===== src/rtl/des_sbox_sequencer_if.sv =====
// Handshake bundle between the DES round controller (master) and the
// S-box sequencer (slave): one 48-bit word in, one 32-bit result out.
interface des_sbox_sequencer_if;
  logic        wInValid;
  logic        wInReady;
  logic [0:47] wInData;
  logic        wOutValid;
  logic        wOutReady;
  logic [0:31] wOutData;
  logic        wBusy;

  modport master (
    output wInValid, wInData, wOutReady,
    input  wInReady, wOutValid, wOutData, wBusy
  );

  modport slave (
    input  wInValid, wInData, wOutReady,
    output wInReady, wOutValid, wOutData, wBusy
  );
endinterface


===== src/rtl/des_sbox_sequencer.sv =====
// DES S-box substitution: one fixed 6-to-4 lookup per box (des_sbox) and a
// sequencer that walks the eight boxes NUM_LANES at a time and assembles the
// 32-bit result for the P-permutation stage.

module des_sbox #(
  parameter int BOX = 1
) (
  input  logic [5:0] chunk,
  output logic [3:0] dout
);
  // Each table is 64 nibbles, row-major (row*16 + col), entry 0 in the top nibble.
  function automatic logic [255:0] box_table(input int b);
    case (b)
      1: return 256'hE4D12FB83A6C5907_0F74E2D1A6CB9538_41E8D62BFC973A50_FC8249175B3EA06D;
      2: return 256'hF18E6B34972DC05A_3D47F28EC01A69B5_0E7BA4D158C6932F_D8A13F42B67C05E9;
      3: return 256'hA09E63F51DC7B428_D709346A285ECBF1_D6498F30B12C5AE7_1AD069874FE3B52C;
      4: return 256'h7DE3069A1285BC4F_D8B56F03472C1AE9_A690CB7DF13E5284_3F06A1D8945BC72E;
      5: return 256'h2C417AB6853FD0E9_EB2C47D150FA3986_421BAD78F9C5630E_B8C71E2D6F09A453;
      6: return 256'hC1AF92680D34E75B_AF427C9561DE0B38_9EF528C3704A1DB6_432C95FABE17608D;
      7: return 256'h4B2EF08D3C975A61_D0B7491AE35C2F86_14BDC37EAF680592_6BD814A7950FE23C;
      default: return 256'hD2846FB1A93E50C7_1FD8A374C56B0E92_7B419CE206ADF358_21E74A8DFC90356B;
    endcase
  endfunction

  localparam logic [255:0] TABLE = box_table(BOX);

  logic [5:0] idx;

  // Row is the outer bit pair {b0,b5}, column the inner bits b1..b4.
  assign idx  = {chunk[5], chunk[0], chunk[4:1]};
  // Entry k lives at nibble (63-k), and 63-k is simply ~k for a 6-bit index.
  assign dout = TABLE[{~idx, 2'b00} +: 4];
endmodule

module des_sbox_sequencer #(
  parameter int NUM_LANES = 1
) (
  input  logic                       wClk,
  input  logic                       wResetN,
  des_sbox_sequencer_if.slave        bus
);
  localparam int NUM_GROUPS = 8 / NUM_LANES;
  localparam int CNT_W      = (NUM_GROUPS > 1) ? $clog2(NUM_GROUPS) : 1;
  localparam logic [CNT_W-1:0] LAST_GROUP = CNT_W'(NUM_GROUPS - 1);

  if (NUM_LANES != 1 && NUM_LANES != 2 && NUM_LANES != 4 && NUM_LANES != 8) begin : g_bad_lanes
    $error("des_sbox_sequencer: NUM_LANES must be 1, 2, 4 or 8");
  end

  typedef enum logic [1:0] {
    IDLE = 2'd0,
    RUN  = 2'd1,
    DONE = 2'd2
  } state_t;

  state_t           state_q, state_d;
  logic [0:47]      in_q;
  logic [0:31]      result_q, result_d;
  logic [CNT_W-1:0] grp_q;
  logic [3:0]       sbox_out [8];
  logic             last_group;

  assign last_group = (grp_q == LAST_GROUP);

  // All eight boxes see their captured chunk every cycle; the group counter
  // decides which of their outputs are written into the result.
  for (genvar j = 0; j < 8; j++) begin : g_sbox
    des_sbox #(.BOX(j + 1)) u_sbox (
      .chunk (in_q[6*j +: 6]),
      .dout  (sbox_out[j])
    );
  end

  // State register.
  // NOTE: non-blocking assignments in clocked blocks so every register samples pre-edge values.
  always_ff @(posedge wClk) begin
    if (!wResetN) state_q <= IDLE;
    else          state_q <= state_d;
  end

  // Next-state decode: accept in IDLE, walk the groups in RUN, wait for the consumer in DONE.
  // NOTE: state_d takes a default first so no path leaves it unassigned and infers a latch.
  always_comb begin
    state_d = state_q;
    case (state_q)
      IDLE:    if (bus.wInValid) state_d = RUN;
      RUN:     if (last_group)   state_d = DONE;
      DONE:    if (bus.wOutReady) state_d = IDLE;
      default: state_d = IDLE;
    endcase
  end

  // Outputs decode from state and the result register only, never from inputs.
  always_comb begin
    bus.wInReady  = (state_q == IDLE);
    bus.wOutValid = (state_q == DONE);
    bus.wBusy     = (state_q != IDLE);
    bus.wOutData  = result_q;
  end

  // Merge the current group's S-box nibbles into the running result.
  always_comb begin
    result_d = result_q;
    for (int j = 0; j < 8; j++) begin
      if ((j / NUM_LANES) == int'(grp_q)) result_d[4*j +: 4] = sbox_out[j];
    end
  end

  // Input capture; only read during RUN, which always follows a load.
  // NOTE: this data register is deliberately left without reset.
  always_ff @(posedge wClk) begin
    if (state_q == IDLE && bus.wInValid) in_q <= bus.wInData;
  end

  // Group counter and result register; cleared on reset and on each new word.
  always_ff @(posedge wClk) begin
    if (!wResetN) begin
      grp_q    <= '0;
      result_q <= '0;
    end else begin
      case (state_q)
        IDLE: begin
          if (bus.wInValid) begin
            grp_q    <= '0;
            result_q <= '0;
          end
        end
        RUN: begin
          grp_q    <= grp_q + CNT_W'(1);
          result_q <= result_d;
        end
        default: ;
      endcase
    end
  end
endmodule


===== src/flat_wrapper.sv =====
// flat-port wrapper written by rule: the top's interface ports become plain ports
module des_sbox_sequencer_flat 
#(
  parameter int NUM_LANES = 1
)
  (wClk, wResetN, bus_wInValid, bus_wInData, bus_wOutReady, bus_wInReady, bus_wOutValid, bus_wOutData, bus_wBusy);
  des_sbox_sequencer_if bus_i ();
  input  logic wClk;
  input  logic wResetN;
  input wire logic [$bits(bus_i.wInValid)-1:0] bus_wInValid;
  input wire logic [$bits(bus_i.wInData)-1:0] bus_wInData;
  input wire logic [$bits(bus_i.wOutReady)-1:0] bus_wOutReady;
  output wire logic [$bits(bus_i.wInReady)-1:0] bus_wInReady;
  output wire logic [$bits(bus_i.wOutValid)-1:0] bus_wOutValid;
  output wire logic [$bits(bus_i.wOutData)-1:0] bus_wOutData;
  output wire logic [$bits(bus_i.wBusy)-1:0] bus_wBusy;
  assign bus_i.wInValid = bus_wInValid;
  assign bus_i.wInData = bus_wInData;
  assign bus_i.wOutReady = bus_wOutReady;
  assign bus_wInReady = bus_i.wInReady;
  assign bus_wOutValid = bus_i.wOutValid;
  assign bus_wOutData = bus_i.wOutData;
  assign bus_wBusy = bus_i.wBusy;
  des_sbox_sequencer #(.NUM_LANES(NUM_LANES)) u_core (.wClk(wClk), .wResetN(wResetN), .bus(bus_i));
endmodule

===== config.mk =====
export PLATFORM = sky130hd
export DESIGN_NAME = des_sbox_sequencer_flat
export DESIGN_NICKNAME = d
export VERILOG_FILES = /design/src/rtl/des_sbox_sequencer_if.sv /design/src/rtl/des_sbox_sequencer.sv /design/src/flat_wrapper.sv
export SDC_FILE = /design/constraint.sdc
export NUM_CORES = 1
export LEC_CHECK = 0
export ABC_AREA = 1
export BUFFER_PORTS_ARGS = -buffer_cell sky130_fd_sc_hd__buf_2
export CAP_MARGIN = 20
export CORE_MARGIN = 2
export CORE_UTILIZATION = 55
export CTS_CLUSTER_SIZE = 30
export DETAILED_ROUTE_END_ITERATION = 12
export GPL_TIMING_DRIVEN = 0
export PLACE_DENSITY_LB_ADDON = 0.25
export SLEW_MARGIN = 20
export SYNTH_ARGS = -nofsm -noshare
export SYNTH_HDL_FRONTEND = slang
export SYNTH_SLANG_ARGS = --single-unit

===== constraint.sdc =====
create_clock -name wClk -period 3.1 [get_ports wClk]
set_input_delay 0.155 -clock wClk [delete_from_list [all_inputs] [get_ports wClk]]
set_output_delay 0.155 -clock wClk [all_outputs]
set_load 0.02 [all_outputs]

Word level (Yosys, flattened, before mapping)
Index checks and enable logic that the tools add are counted.

word-level totals
  flip-flop bits (word level) = 85
  input bits = 52
  word-level logic and storage cells = 80

operators by class
  add/subtract/negate cells = 1
  equality and inequality tests = 21
  shift operators = 8
  mux-type cells = 16
  bitwise operators = 8
  reduce and logical (&&, ||, !) cells = 15

operator list
  operator                    count
  $shiftx A256 B9 Y4 const A  8
  $pmux W32 S2                1
  $not A6 Y6                  8
  $mux W32                    1
  $mux W4                     8
  $reduce_and A3 Y1           9
  $ne A2 B1 Y1 const B        9
  $eq A3 B3 Y1 const A        4
  $eq A2 B3 Y1 const A        2
  $mux W2                     3
  $pmux W2 S3                 1
  $pmux W3 S2                 1
  $ne A2 B2 Y1 const B        2
  $reduce_bool A2 Y1          2
  $add A3 B1 Y3 const B       1
  $eq A1 B3 Y1 const A        1
  $eq A3 B3 Y1 const B        1
  $logic_not A3 Y1            1
  $mux W3                     1
  $eq A2 B1 Y1 const B        1
  $eq A2 B2 Y1 const B        1
  $logic_not A2 Y1            1
  $reduce_and A2 Y1           1
  $logic_and A1 B1 Y1         1

Depth between registers and ports, before layout
Gate-level depths: netlist of run 1.

  depth in word-level cells = 4
  mapped depth = 12
  gate-level depth less buffers = 12

By module
A second synthesis of run 1 with hierarchy kept.

second synthesis, totals
  cell total of the unflattened synthesis = 1261
  area total of the unflattened synthesis = 8100.3 µm²

modules (own cells, without submodules)
  module                               times used  cells an instance  area each (µm²)  sequential area each (µm²)
  des_sbox_sequencer                   1           335                3315.7           2182.1
  des_sbox at u_core.g_sbox[1].u_sbox  1           128                653.1            0.0
  des_sbox at u_core.g_sbox[2].u_sbox  1           120                624.3            0.0
  des_sbox at u_core.g_sbox[5].u_sbox  1           118                624.3            0.0
  des_sbox at u_core.g_sbox[0].u_sbox  1           119                601.8            0.0
  des_sbox at u_core.g_sbox[7].u_sbox  1           115                600.6            0.0
  des_sbox at u_core.g_sbox[4].u_sbox  1           110                593.1            0.0
  des_sbox at u_core.g_sbox[6].u_sbox  1           111                561.8            0.0
  des_sbox at u_core.g_sbox[3].u_sbox  1           105                525.5            0.0

Least setup slack after synthesis of run 1
Ideal clock, no wire load.

  path kind = reg-to-reg
  from = register u_core.state_q[1]
  to = register u_core.result_q (netlist bit u_core.bus.wOutData[1])
  library setup time = 0.131 ns
  arrival = 2.107 ns
  required time = 2.969 ns
  slack = 0.863 ns
  stages on the path, launching flop included = 7
  clock period less this slack = 2.237 ns
  cell sequence = dfxtp_1 > nor2_1 > inv_2 > nor2_4 > nor2_1 > nand2_1 > a21oi_2

on the way
  word-level cells in the longest chain between the ends = 3
  elaborated cells between the ends (all ways) = 7
  classes of those cells = 3 x eq/ne; 1 x mux; 3 x reduce/logical

ends and longest elaborated chain
  what                                                                 RTL line                   text
  from (decl)                                                          des_sbox_sequencer.sv:56   state_t state_q, state_d;
  from (signal assigned)                                               des_sbox_sequencer.sv:78   else state_q <= state_d;
  $logic_not A2 Y1 (*)                                                 n/a
  net bus_wInReady                                                     flat_wrapper.sv:13         output wire logic [$bits(bus_i.wInReady)-1:0] bus_wInReady;
  $ne A2 B2 Y1 (no line) / $reduce_bool A2 Y1 (equally long branches)  n/a
  $reduce_and A3 Y1 (no line)                                          n/a
  to (signal assigned)                                                 des_sbox_sequencer.sv:130  result_q <= result_d;
  to (decl)                                                            des_sbox_sequencer.sv:58   logic [0:31] result_q, result_d;

The timed path passes the listed nets; every way through them passes the cells marked *.
A chain may end at the register's enable or synchronous reset.

Final worst setup path of run 1
  from = register u_core.in_q[4] (netlist name)
  to = register u_core.result_q (netlist bit u_core.bus.wOutData[1])

on the way
  word-level cells in the longest chain between the ends = 4

ends and longest elaborated chain
  what                    RTL line                   text
  from (decl)             des_sbox_sequencer.sv:57   logic [0:47] in_q;
  from (signal assigned)  des_sbox_sequencer.sv:112  if (state_q == IDLE && bus.wInValid) in_q <= bus.wInData;
  $not A6 Y6              des_sbox_sequencer.sv:32   assign dout = TABLE[{~idx, 2'b00} +: 4];
  $shiftx A256 B9 Y4      des_sbox_sequencer.sv:32
  $mux W4                 des_sbox_sequencer.sv:105  if ((j / NUM_LANES) == int'(grp_q)) result_d[4*j +: 4] = sbox_out[j];
  $pmux W32 S2            des_sbox_sequencer.sv:121  case (state_q)

Every way passes these cells. The select of a mux whose other input is x is not followed.

==> flow_summary.yaml, run 1 <==
pwr:
  total_power_uw: 3300
  pwr-share-clk_pct: 33.6
  p_seq_share_pct: 39.7
  power.switching_uw: 1080
  ir_worst_vdd_mv: 0.345
  powerDensity_mw_per_mm2: 373
  p_leak_uw: 0.00443
  switching_share_pct: 32.8
  p_int_uw: 2220
  power_frac_comb_pct: 26.7
routing:
  drc: 0
  via_per_inst: 5.40
  drtIter0Drc: 815
  wl_um: 18800
  num_vias: 7877
  first_pass_iters: 5
  antenna_left: 0
  met3WireLength_um: 1190
  drt-met1-wl_um: 8330
  dr_wl_met2_um: 8720
  highest_layer: "met4"
  wl_per_cell_um: 12.9
synthesis:
  synth_seq_cells: 85
  syn_area_per_cell_sq_um: 6.50
  yosysSeqAreaShare_pct: 29.7
  synth-main-ff-cell: "edfxtp_1"
  syn_area_sq_mm: 0.00736
  netlist_instances: 1131
  syn-num-nets: 1252
  synth_cell_types: 28
  yosysWarnings: 0
  ys_async_sr_fraction_pct: 0
  synth-edff-count: 48
sta:
  report.final.slew_viol_count: 0
  fmax_mhz: 498
  hold_viol: 0
  tns_ns: 0
  tightest_slew_ns: 0.753
  min_period_ns: 2.01
  finalCritPeriodShare_pct: 64.8
  rsz0062_at_grt: "no"
  hold_ws_ns: 0.0656
  clock_skew_ns: 0.00856
  setup_viol: 0
  max_slew_margin_pct: 49.8
critical_path:
  critPathCapture: "u_core.bus.wOutData[1]"
  startpoint: "u_core.in_q[4]"
  crit_arrival_ns: 2.29
  worstSetupPathDepth: 11
  critPathSlowestCell: "edfxtp_1"
  path_cells: "inv_1, ha_1, nand2_1, o21ai_0, nand2_1, nand2_1, nand2_1, nand2_1, nand2_1, nand3_1, a21oi_2"
  path_common_cell: "nand2_1"
  r2r_cells: 11
  crit_family: "flip-flops"
  path_class: "flip-flop to flip-flop"
  worstPathRequired_ns: 3.38
  crit_fanout: 8
  crit_path_max_incr_delay_ns: 0.54
  startpoint_type: "flip-flop"
  critPathCaptureType: "flip-flop"
  r2r_start: "u_core.in_q[4]"
  r2r-end: "u_core.bus.wOutData[1]"
  path_buf_inv: 1
  ff2ff_setup_slack_ns: 1.09
flow_run:
  maxCapViolCount: 0
clock_tree:
  cts.clk_slew.worst_paths_ns: 0.07
  insertion_delay_ns: 0.36
  cts-hold-fix-buffers: 48
  postCtsSetupBuffers: 0
  ctsResizeCount: 0
  clockBufferDepth: 2
  clock_sinks: 85
  numCtsBuffers: 9
  tritoncts: "built"
  htreeDepth: 3
  root_buffer: "clkbuf_16"
global_route:
  grt_max_degree: 23
  grt_overflow: 0
  antenna_found_initial: 0
  track_usage_pct: 26.5
  grt_pass1_wl_um: 31400
  first_global_vias: 7073
finish:
  antennaDiodeCount: 0
  final_area_sq_mm: 0.00884
  fin_nets: 1399
  areaGrowthSynthToFinish_pct: 20.2
  fillers: 1214
  final_cell_count_no_fill: 1459
  drive_gt1_share_pct: 13.2
floorplanning:
  core_area_sq_mm: 0.0131
  die_area_sq_mm: 0.0143
  die_h_um: 120
  die_w_um: 120
  num_io_pins: 87
  start_util_pct: 56.0
  rows: 42
placed_design:
  placed_cells: 1395
  place.gp.congestion: 0.946
  post_dp_cell_area_sq_mm: 0.00806
  place_hpwl_um: 13300
  io_buffers: 86
outcome:
  status: "finished clean"
hold_path:
  worstHoldPathType: "primary input to flip-flop"
[cells in the final DEF (no fill, tap or decap), types with 31 or more instances in the layout]
master         instances
a21oi_1               59
nand3_1              254
nor2_1                31
dlygate4sd3_1         48
nand2_1              431
buf_2                107
ha_1                  69
o21ai_0               33
edfxtp_1              48
inv_1                 85
dfxtp_1               37
[cell families after synthesis]
logic type / after synthesis / share of synthesized area, %
simple gates: 732 / 42.6
buf+inv: 142 / 8.59
compound gates: 102 / 7.30
flops: 85 / 29.7
fa+ha+maj: 69 / 11.7
xor+xnor: 1 / 0.119
[flip-flops by register name, summed over array words and instances, names as in the netlist]
signal and flops:
u_core.in_q 48, u_core.grp_q 3, u_core.bus.wOutData 32, u_core.state_q 2
[through the flow]
step	setup WS, ns	utilization, %
floorplan	0.863	-
global placement	0.611	61.0
detailed placement	1.11	61.4
CTS	1.09	67.3
global route	0.848	67.3
finish	1.09	67.3
[routing by layer]
layer | GRT usage, % | up-vias
li1 | - | 4019
met1 | 34.0 | 3503
met3 | 5.18 | 45
met2 | 44.3 | 310
met5 | 0 | -
met4 | 10.0 | 0
[cell type report]
cell class                 instances  area, sq um  share of cell area, %
buffer                            41          250                   2.83
multi-input combinational        904         4540                   51.4
tap                              176          220                   2.49
inverter                         101          382                   4.32
sequential                        85         2180                   24.7
timing repair buffer             136          966                   10.9
clock buffer                       9          225                   2.55
clock inverter                     7         72.6                  0.821
[worst min path at each step]
| stage | to | slack [ns] | depth (start not counted) | from |
|---|---|---|---|---|
| final | u_core.state_q[1] | 0.07 | 2 | wResetN |
| after global routing | u_core.state_q[1] | 0.06 | 2 | wResetN |
| after global placement | u_core.in_q[28] | 0.33 | 1 | bus_wInData[19] |
| after floorplan | u_core.in_q[0] | 0.25 | 0 | bus_wInData[47] |
| after detailed placement | u_core.in_q[26] | 0.33 | 1 | bus_wInData[21] |
| after CTS | u_core.state_q[1] | 0.06 | 2 | wResetN |
[cell usage after synthesis (5+ instances only)]
library cell	count	area (sq um)
nor2_1	31	116
nand3_1	254	1270
buf_2	21	105
o21ai_0	33	165
inv_2	12	45.0
a21oi_1	59	295
nand2_1	431	1620
inv_1	85	319
ha_1	69	863
nand2_2	5	31.3
o211ai_1	8	60.1
dfxtp_1	37	741
edfxtp_1	48	1440
buf_4	10	75.1
[power groups by stage]
stage | logic [uW] | clock network, uW | registers (uW)
after global placement | 800 | 0 | 1330
final | 882 | 1110 | 1310
after detailed placement | 818 | 0 | 1330
after global routing | 1000 | 1170 | 1320
after CTS | 868 | 1130 | 1310
after floorplan | 618 | 0 | 1320
No activity file was read; power rests on OpenSTA's default activity.
==> run 2, diff against run 1 <==
clock period = 1.9 ns   (was 3.1 ns; I/O delays follow)
==> run 2 against run 1 <==
Sequential power increased by 61%. Fmax rose by 13%. Clock power rose by 61%. Clock skew rose by 0.00086 ns. Hold slack better by 0.028 ns. Critical path type unchanged.
==> flow_summary.yaml, run 2 (same netlist as run 1, synthesis figures left out) <==
finish:
  largest_reg_flops: 48
  areaGrowthSynthToFinish_pct: 23.2
  drive_gt1_share_pct: 16.9
  largest-register: "u_core.in_q"
  layout_commonest_cell: "nand2_1"
  post-route-util_pct: 69.0
  fillers: 1121
  final_cell_mix: "nand2_1 (429), nand3_1 (254), buf_2 (107)"
  fin_nets: 1423
  antennaDiodeCount: 0
sta:
  min_period_ns: 1.77
  rsz0062_at_grt: "no"
  setup_viol: 0
  fmax_mhz: 564
  report.final.slew_viol_count: 0
  fin_ws_ns: 0.128
  finalCritPeriodShare_pct: 93.3
  hold_ws_ns: 0.0933
  clock_skew_ns: 0.00942
  hold_viol: 0
  max_slew_margin_pct: 50.1
  tightest_slew_ns: 0.748
global_route:
  antenna_found_initial: 0
  first_global_vias: 7164
  track_usage_pct: 26.7
  grt_overflow: 0
  met1_usage_pct: 33.6
  grt_busiest_layer: "met2"
  use_met2_pct: 44.8
  grt_max_degree: 22
  use_met3_pct: 4.42
  grt_pass1_wl_um: 31700
floorplanning:
  core_area_sq_mm: 0.0131
  num_io_pins: 87
  die_w_um: 120
  die_h_um: 120
  rows: 42
  start_util_pct: 56.0
  die_area_sq_mm: 0.0143
critical_path:
  startpoint_type: "flip-flop"
  startpoint: "u_core.state_q[0]"
  r2r-end: "u_core.grp_q[1]"
  ff2ff_setup_slack_ns: 0.13
  path_cells: "nor2_4, inv_4, nor2_4, buf_16, buf_16, inv_2, nand2_2, inv_2, nand2_1, a21oi_1"
  crit_arrival_ns: 1.99
  path_class: "flip-flop to flip-flop"
  crit_path_max_incr_delay_ns: 0.38
  crit_fanout: 21
  r2r_cells: 10
  critPathCapture: "u_core.grp_q[1]"
  critPathCaptureType: "flip-flop"
  critPathSlowestCell: "nor2_4"
  r2r_start: "u_core.state_q[0]"
  worstPathRequired_ns: 2.11
routing:
  num_vias: 8080
  drc: 0
  via_per_inst: 5.45
  wl_per_cell_um: 12.8
  first_pass_iters: 5
  drtIter0Drc: 701
  wl_um: 19000
  antenna_left: 0
placed_design:
  place_ws_ns: -0.0866
  io_buffers: 86
  place.gp.congestion: 0.967
  place_hpwl_um: 13300
hold_path:
  worstHoldPathType: "primary input to flip-flop"
clock_tree:
  cts.clk_slew.worst_paths_ns: 0.06
  insertion_delay_ns: 0.36
  clockBufferDepth: 2
  tritoncts: "built"
  htreeDepth: 3
  numCtsBuffers: 9
  clock_sinks: 85
  root_buffer: "clkbuf_16"
outcome:
  status: "finished clean"
pwr:
  powerDensity_mw_per_mm2: 599
  p_seq_share_pct: 38.9
  total_power_uw: 5430
  p_leak_uw: 0.00453
  p_int_uw: 3680
  pwr-share-clk_pct: 32.9
  power_frac_comb_pct: 28.2
  switching_share_pct: 32.2
  power.switching_uw: 1750
  ir_worst_vdd_mv: 0.484
flow_run:
  maxCapViolCount: 0
run 2: power by group through the flow:
stage	logic (uW)	clock network (uW)	registers (uW)
2_1_floorplan	1020	0	2160
3_3_place_gp	1310	0	2180
3_5_place_dp	1340	0	2170
4_1_cts	1470	1820	2120
5_1_grt	1730	1910	2120
6_report	1530	1790	2110
run 2: cell type report:
cell class | instances | area (sq um) | share of cell area (%)
plain buffers | 41 | 250 | 2.76
inverters | 101 | 384 | 4.24
well taps | 176 | 220 | 2.43
clock inverters | 6 | 61.3 | 0.676
clock buffers | 10 | 239 | 2.64
repair buffers | 159 | 1140 | 12.6
flip-flops and latches | 85 | 2180 | 24.1
multi-input cells | 905 | 4590 | 50.6
run 2: per-layer routing:
| layer | up-vias | wire length (um) | share of wire, % |
|---|---|---|---|
| met2 | 351 | 8980 | 47 |
| met4 | 0 | 618 | 3.2 |
| li1 | 4066 | - | - |
| met3 | 52 | 1320 | 6.9 |
| met1 | 3611 | 8120 | 43 |
| met5 | - | 0 | 0 |
run 2: what timing repair did:
item | in CTS | in global routing
gates resized for setup | 1 | 15
pin swaps | 1 | 0
hold buffers | 49 | 0
setup buffers | 7 | 15
endpoints found under the setup margin | 14 | 28
hold endpoints to repair | 49 | 0
gates cloned | 1 | 0
run 2: through the flow:
stage                     std cells  instance area [sq um]  TNS (ns)
final                          1483                   9070         0
after global routing           1483                   9070         0
after CTS                      1468                   8950         0
after detailed placement       1395                   8100    -0.417
after global placement         1393                   8040    -34.30
after floorplan                1131                   7390     -3.91
run 2: critical path: cells and delay by family (launching register included):
kind,cells,cell delay [ns]
AOI/OAI and AO/OA,1,0.05
buffers and inverters,5,0.57
DFF,1,0.34
and+or+nand+nor,4,0.65
run 2: how the worst min path moves through the flow:
stage / startpoint / end / slack [ns] / cells past startpoint
detailed placement: bus_wInData[41] / u_core.in_q[6] / 0.27 / 1
global route: bus_wOutReady / u_core.state_q[1] / 0.09 / 3
floorplan: bus_wInData[47] / u_core.in_q[0] / 0.19 / 0
global placement: bus_wInData[9] / u_core.in_q[38] / 0.27 / 1
finish: bus_wOutReady / u_core.state_q[1] / 0.09 / 3
CTS: bus_wOutReady / u_core.state_q[1] / 0.08 / 3
==> run 3, diff against run 2 <==
SETUP_SLACK_MARGIN = 0.15   (was not set)
==> run 3 against run 2 <==
Combinational power up 9%. Via count up 3.5%. Wire length up 6.7%. Global-route usage up 0.32 points. Fmax up 1.4%. Hold slack worse by 0.0054 ns. Die area unchanged. Non-clock buffer count up 29. Worst setup slack better by 0.024 ns. Total power up 0.35%. Critical path depth down 1.
==> flow_summary.yaml, run 3 (same netlist as run 1, synthesis figures left out) <==
outcome:
  status: "finished clean"
floorplanning:
  die_h_um: 120
  start_util_pct: 56.0
  die_w_um: 120
  rows: 42
  core_area_sq_mm: 0.0131
  num_io_pins: 87
  die_area_sq_mm: 0.0143
sta:
  max_slew_margin_pct: 52.3
  min_period_ns: 1.75
  rsz0062_at_grt: "yes"
  report.final.slew_viol_count: 0
  hold_ws_ns: 0.0880
  clock_skew_ns: 0.00806
  fmax_mhz: 572
  tightest_slew_ns: 0.715
  hold_viol: 0
  finalCritPeriodShare_pct: 92.0
  setup_viol: 0
routing:
  via_per_inst: 5.54
  wl_um: 20300
  drc: 0
  drtIter0Drc: 830
  num_vias: 8366
  wl_per_cell_um: 13.4
  antenna_left: 0
  first_pass_iters: 6
critical_path:
  ff2ff_setup_slack_ns: 0.15
  path_class: "flip-flop to flip-flop"
  startpoint: "u_core.in_q[10]"
  worstPathRequired_ns: 2.11
  crit_fanout: 6
  critPathCaptureType: "flip-flop"
  path_common_cell: "nand3_1"
  r2r_start: "u_core.in_q[10]"
  startpoint_type: "flip-flop"
  critPathCapture: "u_core.bus.wOutData[6]"
  crit_path_max_incr_delay_ns: 0.38
  r2r_cells: 9
  crit_arrival_ns: 1.96
  critPathSlowestCell: "edfxtp_1"
  r2r-end: "u_core.bus.wOutData[6]"
  path_cells: "inv_2, ha_1, nor2_1, nor2_1, o21ai_0, nand3_1, nand3_1, nand3_1, a21oi_1"
hold_path:
  hold-path-cell-count: 3
  worstHoldPathType: "primary input to flip-flop"
global_route:
  met1_usage_pct: 34.5
  grt_max_degree: 22
  use_met2_pct: 45.1
  antenna_found_initial: 0
  first_global_vias: 7114
  grt_busiest_layer: "met2"
  track_usage_pct: 27.0
  grt_overflow: 0
  grt_pass1_wl_um: 32000
  use_met3_pct: 5.66
finish:
  largest_reg_flops: 48
  final_cell_mix: "nand2_1 (423), nand3_1 (251), buf_2 (107)"
  layout_commonest_cell: "nand2_1"
  largest-register: "u_core.in_q"
  regArea_sq_mm: 0.00218
  fin_nets: 1451
  post-route-util_pct: 71.6
  drive_gt1_share_pct: 20.1
  multi_input_area_sq_mm: 0.00467
  antennaDiodeCount: 0
  areaGrowthSynthToFinish_pct: 27.8
  fillers: 1076
pwr:
  p_leak_uw: 0.00468
  ir_worst_vdd_mv: 0.699
  powerDensity_mw_per_mm2: 580
clock_tree:
  root_buffer: "clkbuf_16"
  clock_sinks: 85
  tritoncts: "built"
  insertion_delay_ns: 0.35
  cts.clk_slew.worst_paths_ns: 0.06
  clockBufferDepth: 2
  htreeDepth: 3
  numCtsBuffers: 9
placed_design:
  io_buffers: 86
  place_hpwl_um: 13400
  place.gp.congestion: 0.983
flow_run:
  maxCapViolCount: 0
## run 3: changes by cell type in the layout (fill, tap and decap cells not counted), sizes merged
cell    before  now
buf        145  174
clkbuf      16   19
bufinv       1    0
clkinv       5    4
inv         99   98
nor2        37   36
## run 3: layout make-up
type	instances	area share, %
Clock buffer	13	2.77
Sequential cell	85	23.2
Timing Repair Buffer	188	15.0
Clock inverter	3	0.213
Multi-Input combinational cell	904	49.7
Tap cell	176	2.34
Buffer	41	2.66
Inverter	101	4.14
## run 3: how the worst min path moves through the flow
| stage | start | endpoint | slack, ns |
|---|---|---|---|
| 2_1_floorplan | bus_wInData[47] | u_core.in_q[0] | 0.19 |
| 3_3_place_gp | bus_wInData[19] | u_core.in_q[28] | 0.27 |
| 3_5_place_dp | bus_wInData[23] | u_core.in_q[24] | 0.27 |
| 4_1_cts | bus_wOutReady | u_core.state_q[1] | 0.08 |
| 5_1_grt | bus_wOutReady | u_core.state_q[1] | 0.08 |
| 6_report | bus_wOutReady | u_core.state_q[1] | 0.09 |
## run 3: stage by stage
stage	instance area, sq um	worst slack, ns	setup TNS [ns]	power, uW	instances
finish	9410	0.152	0	5450	1511
global route	9410	0.0754	0	5750	1511
CTS	9020	0.154	0	5320	1477
detailed placement	8100	-0.103	-0.421	3520	1395
global placement	8040	-0.514	-36.43	3490	1393
floorplan	7390	-0.0888	-3.90	3180	1131
## run 3: worst max-delay path, delay by kind of cell, from the launching register on
family / cells / cell delay, ns
AO/OA/AOI/OAI: 2 / 0.20
adder cells (fa/ha/maj): 1 / 0.37
buffers and inverters: 1 / 0.09
flip-flops: 1 / 0.38
AND/OR/NAND/NOR: 5 / 0.58
## run 3: report_power, final
part / internal (uW) / leakage, uW / total, uW / switching (uW)
clock: 956 / 0.000132 / 1670 / 718
sequential: 2040 / 0.000759 / 2110 / 73.9
combinational: 674 / 0.00379 / 1670 / 992
total: 3670 / 0.00468 / 5450 / 1780
## run 3: timing repair
action                                  4_1_cts  5_1_grt
hold buffers                                 49        0
hold endpoints to repair                     49        0
endpoints found under the setup margin       34       28
gates resized for setup                      12       35
pin swaps                                     1        2
buffers inserted                             17       34
## run 3: routing by layer
layer	share of wire, %	vias to the layer above
met5	0	-
met4	3.1	0
met3	7.5	78
met2	47	463
met1	42	3702
li1	-	4123
